### src/rtl/systolic_output_deskew.sv
// Systolic array output deskew: per-lane delay lines realign staggered column outputs into one registered vector per row.
// Optional misalignment checker enabled by defining DESKEW_ERR_CHECK_EN.
module systolic_output_deskew #(
  parameter int NumLanes   = 4,
  parameter int DataWidth  = 8,
  parameter int CountWidth = 16
) (
  input  logic                          clk_i,
  input  logic                          rst_i,
  input  logic                          clear_i,
  input  logic [NumLanes*DataWidth-1:0] data_i,
  input  logic [NumLanes-1:0]           valid_i,
  output logic [NumLanes*DataWidth-1:0] data_o,
  output logic                          valid_o,
  output logic [CountWidth-1:0]         count_o,
  output logic                          err_o
);

  logic [NumLanes*DataWidth-1:0] dly_data;
  logic [NumLanes-1:0]           dly_valid;
  logic                          aligned_valid;

  // Lane i lags lane 0 by i cycles, so it needs NumLanes-1-i stages to line up with the last lane.
  for (genvar gi = 0; gi < NumLanes; gi++) begin : g_lane
    localparam int Depth = NumLanes - 1 - gi;

    if (Depth == 0) begin : g_pass
      assign dly_data[gi*DataWidth +: DataWidth] = data_i[gi*DataWidth +: DataWidth];
      assign dly_valid[gi]                       = valid_i[gi];
    end else begin : g_pipe
      logic [DataWidth-1:0] pipe_data [Depth];
      logic [Depth-1:0]     pipe_valid;

      always_ff @(posedge clk_i or posedge rst_i) begin
        if (rst_i) begin
          for (int s = 0; s < Depth; s++) begin
            pipe_data[s]  <= '0;
            pipe_valid[s] <= 1'b0;
          end
        end else if (clear_i) begin
          for (int s = 0; s < Depth; s++) begin
            pipe_data[s]  <= '0;
            pipe_valid[s] <= 1'b0;
          end
        end else begin
          pipe_data[0]  <= data_i[gi*DataWidth +: DataWidth];
          pipe_valid[0] <= valid_i[gi];
          for (int s = 1; s < Depth; s++) begin
            pipe_data[s]  <= pipe_data[s-1];
            pipe_valid[s] <= pipe_valid[s-1];
          end
        end
      end

      assign dly_data[gi*DataWidth +: DataWidth] = pipe_data[Depth-1];
      assign dly_valid[gi]                       = pipe_valid[Depth-1];
    end
  end

`ifdef DESKEW_ERR_CHECK_EN
  logic mismatch;

  assign aligned_valid = &dly_valid;
  assign mismatch      = (|dly_valid) & ~(&dly_valid);

  always_ff @(posedge clk_i or posedge rst_i) begin
    if (rst_i) begin
      err_o <= 1'b0;
    end else if (clear_i) begin
      err_o <= 1'b0;
    end else if (mismatch) begin
      err_o <= 1'b1;
    end
  end
`else
  logic unused_valids;

  // Without the checker only lane 0 qualifies the row; the other delayed valids are deliberately dropped.
  assign aligned_valid = dly_valid[0];
  assign unused_valids = ^dly_valid[NumLanes-1:1];
  assign err_o         = 1'b0;
`endif

  always_ff @(posedge clk_i or posedge rst_i) begin
    if (rst_i) begin
      data_o  <= '0;
      valid_o <= 1'b0;
      count_o <= '0;
    end else if (clear_i) begin
      data_o  <= '0;
      valid_o <= 1'b0;
      count_o <= '0;
    end else begin
      valid_o <= aligned_valid;
      if (aligned_valid) begin
        data_o  <= dly_data;
        count_o <= count_o + 1'b1;
      end
    end
  end

endmodule

### config.mk
export PLATFORM = sky130hd
export DESIGN_NAME = systolic_output_deskew
export DESIGN_NICKNAME = d
export VERILOG_FILES = /design/src/rtl/systolic_output_deskew.sv
export SDC_FILE = /design/constraint.sdc
export NUM_CORES = 1
export LEC_CHECK = 0
export CAP_MARGIN = 40
export CELL_PAD_IN_SITES_DETAIL_PLACEMENT = 1
export CELL_PAD_IN_SITES_GLOBAL_PLACEMENT = 1
export CORE_ASPECT_RATIO = 0.9
export CORE_MARGIN = 3
export CORE_UTILIZATION = 39
export CTS_CLUSTER_SIZE = 30
export DETAILED_ROUTE_END_ITERATION = 6
export PLACE_DENSITY_LB_ADDON = 0.1
export SYNTH_ARGS = -nofsm -noshare
export SYNTH_HDL_FRONTEND = slang
export SYNTH_SLANG_ARGS = --single-unit
### constraint.sdc
create_clock -name clk_i -period 4.7 [get_ports clk_i]
set_clock_uncertainty 0.1 [all_clocks]
set_input_delay 1.41 -clock clk_i [delete_from_list [all_inputs] [get_ports clk_i]]
set_output_delay 1.41 -clock clk_i [all_outputs]
set_load 0.005 [all_outputs]
Word level (Yosys, flattened, before mapping)
Cells that the tools add are included.
{"block": "op_classes", "addsub": 1, "muxes": 9, "reduce_logical": 1}
{"operator": "two-way mux 32 bit", "count": 2}
{"operator": "two-way mux 16 bit", "count": 3}
{"operator": "two-way mux 24 bit", "count": 1}
{"operator": "adder 16 x 1 -> 16 bit, second input constant", "count": 1}
{"operator": "two-way mux 8 bit", "count": 1}
{"operator": "two-way mux 3 bit", "count": 1}
{"operator": "nonzero test 2 bit", "count": 1}
{"operator": "two-way mux 1 bit", "count": 1}
{"block": "totals", "regBits": 100, "input_bits": 39, "out_inout_bits": 50}

Longest topological paths before layout
{"block": "logic_depth", "ltp_word": 3, "depth_mapped": 6, "depth_no_buf": 5}

Worst setup path before layout
No wires, ideal clock.
{"block": "synth_path", "path_type": "input to register", "start": "in clear_i", "end": "reg data_o[21]", "setup_ns": 0.132, "arrival_ns": 2.023, "slack_ns": 2.445, "path_stages": 3, "path_buffers": 2, "cell_sequence": "clkbuf_1 clkbuf_1 nor2_1"}
{"block": "synth_between", "elab_chain_cells": 1, "elab_cells_between_ends": 2, "cone_classes": "mux (1); reduce/logical (1)"}
{"item": "start, declared", "line": "10", "text": "input logic clear_i,"}
{"item": "two-way mux 32 bit or nonzero test 2 bit (tied branches)"}
{"item": "end signal, assigned", "line": "96", "text": "data_o <= dly_data;"}
{"item": "end, declared", "line": "13", "text": "output logic [NumLanes*DataWidth-1:0] data_o,"}
Parallel ways exist; a longest one is shown, timed or not.
A chain may end at the register's enable or synchronous reset.

Worst setup path after layout
{"block": "layout_path", "start": "reg count_o[3]", "end": "out count_o[3]"}
{"item": "start, declared", "line": "15", "text": "output logic [CountWidth-1:0] count_o,"}
{"item": "start signal, assigned", "line": "97", "text": "count_o <= count_o + 1'b1;"}
No word-level cell between the ends.

==> results.md <==
- Area growth from synthesis to layout: 30.0%
- # Max-Cap Violations: 0
- Max Root-Sink Buffers: 2
- TritonCTS buffer count: 9
- Syn Area/Cell: 12.7 um^2
- FF-to-FF End: count_o[14]
- Outcome: completed
- Delay-heaviest family, CP: buffers and inverters
- 1st-iter DRT viols: 36
- Final RePlAce weighted congestion: 0.738
- Wirelength per Cell: 14.3 um
- # IOs: 89
- Flop pwr share: 0.602
- Post-layout min period: 2940 ps
- Number of routed nets with antenna violations: 0
- DIE WIDTH: between 100 and 150 um
- Pleak: between 2 and 2.5 nW
- Slew Limit Headroom: 0.548
- Initial Utilization: 0.403
- Final setup TNS: 0 ps
- Slowest-stage cell, CP: clkdlybuf4s50_1
- Largest net degree at the start of global routing: 68
- Syn_nets: 332
- Clk_lat worst skew: 360 ps
- Post-synth ARST share: 1.00
- CP Class: register to primary output
- Num Clock Sinks: 100
- Hold Path Class: register to register
- Sequential area share after synthesis: 0.674
- CTS tree: built
- Ant diodes: 0
- RSZ-0062 raised after global routing: false
- Worst vdd ir: 0.000136 V
- Synth Instances: 292
- PostCTS Resize Cnt: 0
- Vias/cell: 4.67
- Main synth FF type: dfrtp_1
- Pwr/cell area: ~310 mW/mm^2
- GRT Util Overall: 0.145
- CP cell instances: clkdlybuf4s50_1
- Mapped Area: 0.00371 mm^2
- Post-synth EDFFs: 0
- Clock root cell: clkbuf_8
- Die Area: 0.0107 mm^2
- Via count: 2334
- FF-to-FF path depth: 5
- Worst slack at placement: ~1800 ps
- Initial antenna violation count: 0
- Crit path launch: count_o[3]
- Vias in the first global route: 2419
- # hold bufs at CTS: 0
- Fin. max-slew vios: 0
- Clock transition at the registers of the reported paths: 100 ps
- # setup viols final: 0
- Yosys warns: 0
- CP endpoint kind: primary output
- Count leader, synth: dfrtp_1
- Yosys top cell area share: 0.674
- Top cells by area, synth: dfrtp_1 (67%), nor2b_1 (8.9%), mux2i_1 (8.9%)
- CP bufs+invs: 1
- Critical Path Fanout Max: 7
- HPWL Detailed: between 4000 and 5000 um
- GRT overflow: 0
- Required @ worst endpoint: 3190 ps
- Crit path capture: count_o[3]
- Global-route wire length before repair: roughly 12000 um
- Worst Path Arrival: between 1000 and 1500 ps
- Final worst setup slack: 1760 ps
- Final hold viol count: 0
- Reg2reg start: g_lane[0].g_pipe.pipe_valid[2]
- Flops & latches, synth: 100
- Synth area leader: dfrtp_1
- Layout Nets: 413
- Tot Pwr: 1.48 mW
- Clk pwr share: 0.336
- Sw frac: 0.237
- Psw: about 350 uW
- Core Region: 0.00921 mm^2
- Total wire length: 7140 um
- Pint: 1.13 mW
- CP peak stage delay: 570 ps
- # DRC: 0
- Distinct cells, synth: 29
- Top cells by count, synth: dfrtp_1 (100), nor2b_1 (53), nor2_1 (45)
- Post-CTS Setup Inserts: 0
- Layout cell share with drive strength beyond 1: 0.0688
- FF-to-FF setup slack: 2340 ps
- Max Clock Freq: about 0.34 GHz
- Final Cycle Share: 0.625
- Pre-antenna DRT Iters: 4
- H-tree depth: 3
- CP Depth: 1
- Comb power frac: 0.063
- CP startpoint kind: register
- Row cnt: 33
- Slew @ Worst Pin: between 600 and 700 ps
- Die height: just under 100 um
- Input/output buffers: 84
==> metal layers <==
metal | wire length (um) | global-route usage | share of wire
met3 | 361 | 0.0426 | 0.051
met2 | 3550 | 0.233 | 0.50
met5 | 0 | 0 | 0
met4 | 119 | 0.0524 | 0.017
met1 | 3110 | 0.185 | 0.43
==> cell families after synthesis <==
logic type	after synthesis	synth area share
AOI/OAI and AO/OA	6	0.00876
other	1	0.00101
and+or+nand+nor	120	0.171
xor gates and xnor gates	11	0.0259
muxes	34	0.0920
DFF	100	0.674
adders and majority gates	1	0.00337
buffers and inverters	19	0.0239
==> registers in the layout, indices dropped and copies added (netlist names) <==
signal and flops:
g_lane.g_pipe.pipe_valid 3, count_o 16, data_o 32, valid_o 1
dly_data 16, g_lane.g_pipe.pipe_data 32
==> metrics by stage <==
step / cells / hold slack (ps) / util / cell area [um^2]
after floorplan: 292 / 339 / - / 3710
after global placement: 484 / 342 / 0.506 / 4650
after detailed placement: 484 / 349 / 0.506 / 4650
after CTS: 500 / 373 / 0.525 / 4830
after global routing: 500 / 396 / 0.525 / 4830
final: 500 / 368 / 0.525 / 4830
==> power groups by stage <==
stage | Sequential [mW] | Combinational, mW | Clock (mW)
CTS | 0.889 | 0.0964 | 0.525
floorplan | 0.903 | 0.0488 | 0
global placement | 0.905 | 0.0940 | 0
detailed placement | 0.906 | 0.0959 | 0
global route | 0.891 | 0.105 | 0.560
finish | 0.889 | 0.0926 | 0.496
==> cell type report <==
class	instances	area (um^2)
timing repair buffer	88	868
tap	122	153
multi-input combinational	173	1120
sequential	100	2500
inverter	1	6.26
fill	984	4380
clock inverter	6	47.5
clock buffer	10	128
==> cell usage in the layout, fill, tap and decap left out, types with 2 or more instances in the layout <==
cell             synthesis  routed
nand2_1                  6       6
nor2b_1                 53      53
mux2i_1                 33      33
clkbuf_8                 0       9
clkdlybuf4s50_1          0      83
nor2_1                  45      45
xnor2_1                  3       3
and4_1                   2       2
a21oi_1                  3       3
and3_1                   2       2
buf_4                    1       5
clkinvlp_4               0       3
nand4_1                  2       2
o21ai_0                  2       2
dfrtp_1                100      99
nand3_1                  3       3
xor2_1                   8       8
or3_1                    2       2
==> how the worst min path moves through the flow <==
stage                                        start                              to  slack [ps]  cells past startpoint
CTS                 g_lane[0].g_pipe.pipe_data[16]   g_lane[0].g_pipe.pipe_data[8]         370                      1
detailed placement  g_lane[0].g_pipe.pipe_data[16]   g_lane[0].g_pipe.pipe_data[8]         350                      1
global route        g_lane[0].g_pipe.pipe_data[13]                     dly_data[5]         400                      1
finish              g_lane[0].g_pipe.pipe_data[14]                     dly_data[6]         370                      1
global placement    g_lane[0].g_pipe.pipe_data[21]  g_lane[0].g_pipe.pipe_data[13]         340                      1
floorplan            g_lane[0].g_pipe.pipe_data[8]                     dly_data[0]         340                      1
Note: power is estimated with default switching activity, not from simulation.
